File: src/rtl/uart_rx_if.sv
// uart_rx_if: host-side bundle for uart_rx.
//   Frame configuration (two_stop_bits_i, parity_bit_i, parity_even_i,
//   clock_divider_i) and the raw serial line flow into the receiver;
//   data_o, valid_o, parity_error_o, framing_error_o and busy_o flow out.
//   break_o exists only when UART_RX_BREAK_DETECT_EN is defined.
// master: the side that configures the link and consumes bytes.
// slave : the receiver itself.
interface uart_rx_if;
    logic        two_stop_bits_i;
    logic        parity_bit_i;
    logic        parity_even_i;
    logic [15:0] clock_divider_i;
    logic        serial_i;
    logic [7:0]  data_o;
    logic        valid_o;
    logic        parity_error_o;
    logic        framing_error_o;
    logic        busy_o;
`ifdef UART_RX_BREAK_DETECT_EN
    logic        break_o;
`endif

    modport master (
        output two_stop_bits_i, parity_bit_i, parity_even_i, clock_divider_i, serial_i,
        input  data_o, valid_o, parity_error_o, framing_error_o, busy_o
`ifdef UART_RX_BREAK_DETECT_EN
        , input break_o
`endif
    );

    modport slave (
        input  two_stop_bits_i, parity_bit_i, parity_even_i, clock_divider_i, serial_i,
        output data_o, valid_o, parity_error_o, framing_error_o, busy_o
`ifdef UART_RX_BREAK_DETECT_EN
        , output break_o
`endif
    );
endinterface

File: src/rtl/uart_rx.sv
// uart_rx: asynchronous serial receiver (1 start, 8 data LSB first,
// optional parity, 1 or 2 stop bits), runtime-configured bit period.
// Ports:
//   clock_i - system clock, rising edge
//   reset_i - asynchronous active-high reset
//   bus     - uart_rx_if.slave: configuration + serial_i in; byte, valid
//             strobe, error flags, busy (and break_o) out
// Optional feature: define UART_RX_BREAK_DETECT_EN to add break detection.
module uart_rx (
    input logic      clock_i,
    input logic      reset_i,
    uart_rx_if.slave bus
);
    typedef enum logic [2:0] {ARM, IDLE, START, DATA, PARITY, STOP1, STOP2, DONE} state_t;

    state_t      state;
    logic        sync1, rx;
    logic [15:0] cnt;
    logic [15:0] div_l;
    logic        two_l, par_l, even_l;
    logic [2:0]  bitn;
    logic [7:0]  sh;
    logic        pe_r, fe_r, par_s;
    logic        mid, start_ok, last_stop;
`ifdef UART_RX_BREAK_DETECT_EN
    logic        stop_hi, brk_wait, brk_now;
`endif

    // Both flops reset high so reset release never looks like a start edge.
    always_ff @(posedge clock_i or posedge reset_i) begin
        if (reset_i) begin
            sync1 <= 1'b1;
            rx    <= 1'b1;
        end else begin
            sync1 <= bus.serial_i;
            rx    <= sync1;
        end
    end

    // The counter reads 0 on the cycle IDLE sees the start edge, so sampling
    // at cnt == div/2 lands every sample at div/2 + k*N.
    assign mid       = (cnt == {1'b0, div_l[15:1]});
    assign last_stop = mid && ((state == STOP1 && !two_l) || state == STOP2);
`ifdef UART_RX_BREAK_DETECT_EN
    assign start_ok  = !rx && !brk_wait;
    assign brk_now   = (sh == 8'h00) && !par_s && !stop_hi && !rx;
`else
    assign start_ok  = !rx;
`endif

    always_ff @(posedge clock_i or posedge reset_i) begin
        if (reset_i) begin
            state               <= ARM;
            cnt                 <= 16'd0;
            div_l               <= 16'd0;
            two_l               <= 1'b0;
            par_l               <= 1'b0;
            even_l              <= 1'b0;
            bitn                <= 3'd0;
            sh                  <= 8'h00;
            pe_r                <= 1'b0;
            fe_r                <= 1'b0;
            par_s               <= 1'b0;
            bus.data_o          <= 8'h00;
            bus.valid_o         <= 1'b0;
            bus.parity_error_o  <= 1'b0;
            bus.framing_error_o <= 1'b0;
            bus.busy_o          <= 1'b1;
`ifdef UART_RX_BREAK_DETECT_EN
            bus.break_o         <= 1'b0;
            stop_hi             <= 1'b0;
            brk_wait            <= 1'b0;
`endif
        end else begin
            bus.valid_o <= 1'b0;
            case (state)
                // Line must be idle for a full bit period before we trust an edge.
                ARM: begin
                    if (!rx) begin
                        cnt <= 16'd0;
                    end else if (cnt == bus.clock_divider_i) begin
                        cnt        <= 16'd0;
                        state      <= IDLE;
                        bus.busy_o <= 1'b0;
                    end else begin
                        cnt <= cnt + 16'd1;
                    end
                end
                IDLE: begin
`ifdef UART_RX_BREAK_DETECT_EN
                    if (rx) brk_wait <= 1'b0;
`endif
                    if (start_ok) begin
                        div_l      <= bus.clock_divider_i;
                        two_l      <= bus.two_stop_bits_i;
                        par_l      <= bus.parity_bit_i;
                        even_l     <= bus.parity_even_i;
                        cnt        <= 16'd1;
                        bitn       <= 3'd0;
                        pe_r       <= 1'b0;
                        fe_r       <= 1'b0;
                        par_s      <= 1'b0;
`ifdef UART_RX_BREAK_DETECT_EN
                        stop_hi    <= 1'b0;
`endif
                        state      <= START;
                        bus.busy_o <= 1'b1;
                    end
                end
                DONE: begin
                    state      <= IDLE;
                    bus.busy_o <= 1'b0;
                end
                default: begin
                    cnt <= (cnt == div_l) ? 16'd0 : cnt + 16'd1;
                    if (mid) begin
                        if (state == START) begin
                            // High at mid-start means a glitch: drop it silently.
                            if (rx) begin
                                state      <= IDLE;
                                bus.busy_o <= 1'b0;
                            end else begin
                                state <= DATA;
                            end
                        end else if (state == DATA) begin
                            sh   <= {rx, sh[7:1]};
                            bitn <= bitn + 3'd1;
                            if (bitn == 3'd7) state <= par_l ? PARITY : STOP1;
                        end else if (state == PARITY) begin
                            par_s <= rx;
                            pe_r  <= (^sh) ^ rx ^ ~even_l;
                            state <= STOP1;
                        end else begin
                            fe_r <= fe_r | ~rx;
`ifdef UART_RX_BREAK_DETECT_EN
                            stop_hi <= stop_hi | rx;
`endif
                            if (state == STOP1 && two_l) state <= STOP2;
                        end
                    end
                    // Results are registered on the final stop sample so they
                    // are visible in the one DONE cycle alongside valid_o.
                    if (last_stop) begin
                        state               <= DONE;
                        bus.valid_o         <= 1'b1;
                        bus.data_o          <= sh;
                        bus.parity_error_o  <= pe_r;
                        bus.framing_error_o <= fe_r | ~rx;
`ifdef UART_RX_BREAK_DETECT_EN
                        bus.break_o         <= brk_now;
                        brk_wait            <= brk_now;
`endif
                    end
                end
            endcase
        end
    end
endmodule

File: src/flat_wrapper.sv
// flat-port wrapper written by rule: the top's interface ports become plain ports
module uart_rx_flat 
  (clock_i, reset_i, bus_two_stop_bits_i, bus_parity_bit_i, bus_parity_even_i, bus_clock_divider_i, bus_serial_i, bus_data_o, bus_valid_o, bus_parity_error_o, bus_framing_error_o, bus_busy_o);
  uart_rx_if bus_i ();
  input logic clock_i;
  input logic reset_i;
  input wire logic [$bits(bus_i.two_stop_bits_i)-1:0] bus_two_stop_bits_i;
  input wire logic [$bits(bus_i.parity_bit_i)-1:0] bus_parity_bit_i;
  input wire logic [$bits(bus_i.parity_even_i)-1:0] bus_parity_even_i;
  input wire logic [$bits(bus_i.clock_divider_i)-1:0] bus_clock_divider_i;
  input wire logic [$bits(bus_i.serial_i)-1:0] bus_serial_i;
  output wire logic [$bits(bus_i.data_o)-1:0] bus_data_o;
  output wire logic [$bits(bus_i.valid_o)-1:0] bus_valid_o;
  output wire logic [$bits(bus_i.parity_error_o)-1:0] bus_parity_error_o;
  output wire logic [$bits(bus_i.framing_error_o)-1:0] bus_framing_error_o;
  output wire logic [$bits(bus_i.busy_o)-1:0] bus_busy_o;
  assign bus_i.two_stop_bits_i = bus_two_stop_bits_i;
  assign bus_i.parity_bit_i = bus_parity_bit_i;
  assign bus_i.parity_even_i = bus_parity_even_i;
  assign bus_i.clock_divider_i = bus_clock_divider_i;
  assign bus_i.serial_i = bus_serial_i;
  assign bus_data_o = bus_i.data_o;
  assign bus_valid_o = bus_i.valid_o;
  assign bus_parity_error_o = bus_i.parity_error_o;
  assign bus_framing_error_o = bus_i.framing_error_o;
  assign bus_busy_o = bus_i.busy_o;
  uart_rx u_core (.clock_i(clock_i), .reset_i(reset_i), .bus(bus_i));
endmodule
File: config.mk
export PLATFORM = sky130hd
export DESIGN_NAME = uart_rx_flat
export DESIGN_NICKNAME = d
export VERILOG_FILES = /design/src/rtl/uart_rx_if.sv /design/src/rtl/uart_rx.sv /design/src/flat_wrapper.sv
export SDC_FILE = /design/constraint.sdc
export NUM_CORES = 1
export LEC_CHECK = 0
export BUFFER_PORTS_ARGS = -buffer_cell sky130_fd_sc_hd__buf_2
export CAP_MARGIN = 10
export CORE_MARGIN = 5
export CORE_UTILIZATION = 35
export CTS_BUF_LIST = sky130_fd_sc_hd__clkbuf_16
export CTS_CLUSTER_DIAMETER = 100
export DETAILED_ROUTE_END_ITERATION = 12
export GPL_ROUTABILITY_DRIVEN = 0
export GPL_TIMING_DRIVEN = 0
export PLACE_DENSITY = 0.52
export SLEW_MARGIN = 20
export SYNTH_ARGS = -nofsm -noshare
export SYNTH_HDL_FRONTEND = slang
export SYNTH_SLANG_ARGS = --single-unit
File: constraint.sdc
create_clock -name clock_i -period 3 [get_ports clock_i]
set_clock_uncertainty 0.1 [all_clocks]
set_input_delay 0.15 -clock clock_i [delete_from_list [all_inputs] [get_ports clock_i]]
set_output_delay 0.15 -clock clock_i [all_outputs]
set_load 0.03 [all_outputs]
Word level (Yosys, flattened, before mapping)

Cells that the tools add are included.

Bits in registers: 65
Bits of input ports: 22
Output and inout bits: 12
Logic and storage cells: 115

Add/sub/neg operators: 2
Equal/unequal tests: 18
Multiplexer cells: 43
Bitwise logic cells: 9
Reductions and logical operators: 26

Operators by type and width:

| kind                                                | number |
|---|---|
| two-way mux 16 bit                                  | 4 |
| one-hot mux 16 bit (3 select lines)                 | 1 |
| two-way mux 3 bit                                   | 14 |
| equality test 16 bit                                | 2 |
| AND reduction 6 bit                                 | 4 |
| two-way mux 1 bit                                   | 18 |
| adder 16 x 1 -> 16 bit, second input constant       | 1 |
| equality test 16 x 15 -> 1 bit                      | 1 |
| equality test 3 bit, second input constant          | 5 |
| one-hot mux 3 bit (3 select lines)                  | 1 |
| != test 2 bit, second input constant                | 4 |
| nonzero test 4 bit                                  | 2 |
| nonzero test 8 bit                                  | 1 |
| XOR reduction 8 bit                                 | 1 |
| != test 7 x 5 -> 1 bit, second input constant       | 1 |
| equality test 3 x 2 -> 1 bit, second input constant | 2 |
| inverter 1 bit                                      | 6 |
| one-hot mux 3 bit (2 select lines)                  | 1 |
| AND reduction 2 bit                                 | 3 |
| nonzero test 2 bit                                  | 3 |
| AND reduction 5 bit                                 | 1 |
| nonzero test 5 bit                                  | 1 |
| != test 2 x 1 -> 1 bit, second input constant       | 2 |
| one-hot mux 1 bit (2 select lines)                  | 2 |
| 14 further kinds                                    | 17 |

Longest topological paths before layout

Depth after elaboration: 9
Mapped depth: 8
Mapped depth without buffers: 7

Worst setup path after synthesis

No wires, ideal clock.

Kind: reg2reg
From: register u_core.cnt[1]
To: register u_core.sh[0]
Library setup time: 0.127 ns
Arrival: 1.962 ns
Data required time: 2.773 ns
Path slack: 0.811 ns
Stages on the path, launching flop included: 8
Path buffers: 2
Clock period less this slack: 2.189 ns
Cells stage by stage: dfrtp_1 > buf_2 > xor2_1 > nor4_2 > nand4_4 > nor3_4 > buf_6 > mux2_1

Cells in the longest elaborated chain, start to end: 2

RTL lines:

| element                        | RTL line       | text |
|---|---|---|
| from (decl)                    | uart_rx.sv:18  | `logic [15:0] cnt;` |
| from (signal assigned)         | uart_rx.sv:86  | `cnt <= cnt + 16'd1;` |
| from (signal assigned)         | uart_rx.sv:115 | `cnt <= (cnt == div_l) ? 16'd0 : cnt + 16'd1;` |
| equality test 16 x 15 -> 1 bit | uart_rx.sv:42  | `assign mid = (cnt == {1'b0, div_l[15:1]});` |
| AND reduction 4 bit (no line)  | n/a            |  |
| to (signal assigned)           | uart_rx.sv:126 | `sh <= {rx, sh[7:1]};` |
| to (decl)                      | uart_rx.sv:22  | `logic [7:0] sh;` |

Every way passes these cells.
A chain may end at the register's enable or synchronous reset.

Final worst setup path

From: register u_core.rx
To: register u_core.cnt[10]

Cells in the longest elaborated chain, start to end: 2
Elaborated cells on any way between the ends: 4
Classes of those cells: eq/ne: 1; mux: 2; reduce/logical: 1

RTL lines:

| element                                                                           | RTL line      | text |
|---|---|---|
| from (decl)                                                                       | uart_rx.sv:17 | `logic sync1, rx;` |
| from (signal assigned)                                                            | uart_rx.sv:36 | `rx <= sync1;` |
| two-way mux 16 bit / != test 2 bit (equally long branches)                        | n/a           |  |
| one-hot mux 16 bit (3 select lines) / AND reduction 2 bit (equally long branches) | n/a           |  |

Parallel ways exist; a longest one is shown, timed or not.

==> summary.md <==
| Metric | Value |
|---|---|
| Status | `completed` |
| Arr. time, crit path | `2.61 ns` |
| Clock Path Buffers | `2` |
| Syn avg cell area | `9.77 um2` |
| Reg2reg setup slack | `0.49 ns` |
| Die Height | `111 um` |
| Top post-synthesis cells by area | `dfrtp_1 (44%), xnor2_1 (11%), nand2_1 (7.9%)` |
| Wire length per cell | `14.6 um` |
| HP Class | `input port to async pin` |
| Die area | `0.0123 mm2` |
| Ys async rst share | `1.00` |
| Final instance area | `0.00446 mm2` |
| Clock Root Buffer | `clkbuf_16` |
| TritonRoute pass-1 iters | `4` |
| Part of the Yosys area used for sequential elements | `0.458` |
| CP Data Required Time | `3.11 ns` |
| Initial Utilization | `0.361` |
| Total number of vias | `2,707` |
| Pleak | `1.98 nW` |
| Mapped Area | `0.00356 mm2` |
| Proportion of layout cells with a drive suffix above 1 | `0.221` |
| Num rows | `36` |
| WL final | `8270 um` |
| Setup TNS | `0 ns` |
| Top cell family by delay on the critical path | `simple AND/OR/NAND/NOR gates` |
| Yosys top cell by area | `dfrtp_1` |
| Vias in the first global route | `2,824` |
| Synth warn | `0` |
| CTS clk-pin slew, worst paths | `0.06 ns` |
| Worst rel slew slack | `0.514` |
| Area share of the largest cell type after synthesis | `0.436` |
| RSZ-0062 raised after global routing | `false` |
| # clock sinks | `65` |
| Final net count | `455` |
| Distinct cells, synth | `45` |
| Post-cts hold buffer count | `21` |
| Synth-to-Final Area Change | `25.4%` |
| Top_reg_cell synth | `dfrtp_1` |
| Tmin final | `2.51 ns` |
| Ports | `34` |
| Detail Route Antenna Nets | `0` |
| Inst Count DP | `531` |
| Overflow after GRT | `0` |
| Syn_nets | `389` |
| Power density over the cells | `487 mW/mm2` |
| First-pass GRT wire length | `14,500 um` |
| Least-Margin Pin Slew | `0.725 ns` |
| Fillcell total | `961` |
| Hpwl dp | `5720 um` |
| Hold_ws | `0.240 ns` |
| H-tree lvl count | `3` |
| RR Startpoint | `u_core.rx$_DFF_PP1_` |
| Core area | `0.00986 mm2` |
| Largest net degree at the start of global routing | `44` |
| EDFF count, synth | `0` |
| Initial antenna violation count | `0` |
| CTS tree | `yes` |
| Setup crit start kind | `flip-flop` |
| Critical-path top delay cell | `nor3b_1` |
| Vias per inst | `4.77` |
| Worst R2R Path Depth | `8` |
| Crit-path cells | `buf_2 > nor3b_1 > o21ai_1 > clkbuf_1 > nand4_1 > nor2_1 > xnor2_1 > nor2_1` |
| IO Port Bufs | `33` |
| Crit path buf inv count | `2` |
| WS Path Type | `flip-flop to flip-flop` |
| Max Clk Rate | `399 MHz` |
| Post-CTS Setup Inserts | `0` |
| Final hold vios | `0` |
| Die width | `111 um` |
| Drt initial violations | `111` |
| CTS resizes | `0` |
| Crit share post-route | `0.835` |
| Critical Path End Type | `flip-flop` |
| Slowest stage delay, CP | `0.53 ns` |
| Max VDD drop | `0.000303 V` |
| Crit path top cell by count | `nor2_1` |
| TritonCTS buffer count | `9` |
| MaxCap Viol Count | `0` |
| Global-route usage over all layers | `0.145` |
| Final Util | `0.452` |
| Fin cells | `568` |
| Skew-Pair Late Insertion Delay | `0.34 ns` |
| Dpl cell area | `0.00392 mm2` |
| DRC | `0` |
| Mapped Cells | `364` |
| Final setup fails | `0` |
| CP max FO | `10` |
| Diodes inserted | `0` |
| Crit Reg-Reg Endpoint | `u_core.cnt[10]$_DFFE_PP0P_` |
| Register bit count reported by yosys | `65` |
| Max Transition Viols Final | `0` |
## layout make-up
class	instances	area (um2)	share of cell area
Tap cell	133	166	0.0373
Clock buffer	9	225	0.0505
Timing Repair Buffer	55	403	0.0903
Clock inverter	7	101	0.0227
Inverter	4	17.5	0.00393
Buffer	29	161	0.0362
Sequential cell	65	1630	0.365
Multi-Input combinational cell	266	1760	0.394
## kinds of logic after synthesis
kind of cell	share of synthesized area
multiplexers	0.0566
AND/OR/NAND/NOR	0.197
adder cells (fa/ha/maj)	0.0106
flip-flops	0.458
XOR/XNOR	0.158
buffers and inverters	0.0496
AO/OA/AOI/OAI	0.0700
## per-stage QoR
stage	power, mW	setup slack (ns)
final	2.17	0.495
after global placement	1.01	0.168
after CTS	2.20	0.454
after global routing	2.26	0.269
after detailed placement	1.01	0.527
after floorplan	0.967	0.811
## worst max path at each step
stage / from / endpoint / slack (ns) / depth (start not counted)
floorplan: u_core.cnt[1]$_DFFE_PP0P_ / u_core.sh[0]$_DFFE_PP0P_ / 0.81 / 7
global placement: reset_i / u_core.two_l$_DFFE_PP0P_ / 0.17 / 2
detailed placement: u_core.cnt[1]$_DFFE_PP0P_ / u_core.sh[1]$_DFFE_PP0P_ / 0.53 / 7
CTS: u_core.rx$_DFF_PP1_ / u_core.cnt[10]$_DFFE_PP0P_ / 0.45 / 8
global route: u_core.rx$_DFF_PP1_ / u_core.cnt[14]$_DFFE_PP0P_ / 0.27 / 8
finish: u_core.rx$_DFF_PP1_ / u_core.cnt[10]$_DFFE_PP0P_ / 0.49 / 8
## cell usage in the layout (no fill, tap or decap), types with 2 or more instances in the layout
cell type,instances
nand2b_1,3
bufinv_16,2
nand2_1,75
inv_1,3
nor2_1,23
o211ai_1,2
ha_1,3
nor3b_1,2
o21ai_0,15
dfstp_2,3
and2_1,2
nor3_1,3
nor4_1,3
buf_6,4
nand4_1,12
nand3_1,3
buf_2,48
clkbuf_16,9
dfrtp_1,62
inv_6,3
clkbuf_1,9
a211oi_1,2
xor2_1,21
nor4_2,4
o21a_1,3
and3_1,4
mux2_2,13
xnor2_1,43
clkinvlp_4,2
mux2_1,4
nor2b_1,3
dlygate4sd3_1,21
a22o_1,6
## sequential cells by signal, indices dropped and copies added, names as in the netlist, 3 cells and up
name,count
u_core.bitn,3
u_core.div_l,16
u_core.state,3
u_core.bus.data_o,8
u_core.cnt,16
u_core.sh,8
## routing by layer
metal	GRT usage	share of wire	wire length [um]	vias up
li1	-	-	-	1344
met1	0.192	0.47	3910	1296
met2	0.229	0.47	3910	56
met3	0.0349	0.037	309	11
met4	0.0550	0.018	146	0
met5	0	0	0	-
## worst register-to-register path, stage by stage (launching register included)
cell	delay [ns]
dfstp_2	0.51
buf_2	0.21
nor3b_1	0.53
o21ai_1	0.20
clkbuf_1	0.24
nand4_1	0.29
nor2_1	0.11
xnor2_1	0.15
nor2_1	0.06
## cell usage after synthesis (4+ instances only)
library cell / count
clkbuf_1: 9
nor3_1: 4
mux2_2: 13
xnor2_1: 43
nor4_2: 4
buf_6: 4
nor2_1: 23
inv_1: 4
a22o_1: 6
dfrtp_1: 62
nand4_1: 12
buf_2: 15
and3_1: 4
xor2_1: 21
o21ai_0: 15
nand2_1: 75
mux2_1: 4
## power by group
| group | internal (mW) | switching, mW | total [mW] |
|---|---|---|---|
| Clock | 0.736 | 0.421 | 1.16 |
| Sequential | 0.885 | 0.00443 | 0.889 |
| Combinational | 0.0597 | 0.0653 | 0.125 |
Note: power is estimated with default switching activity, not from simulation.
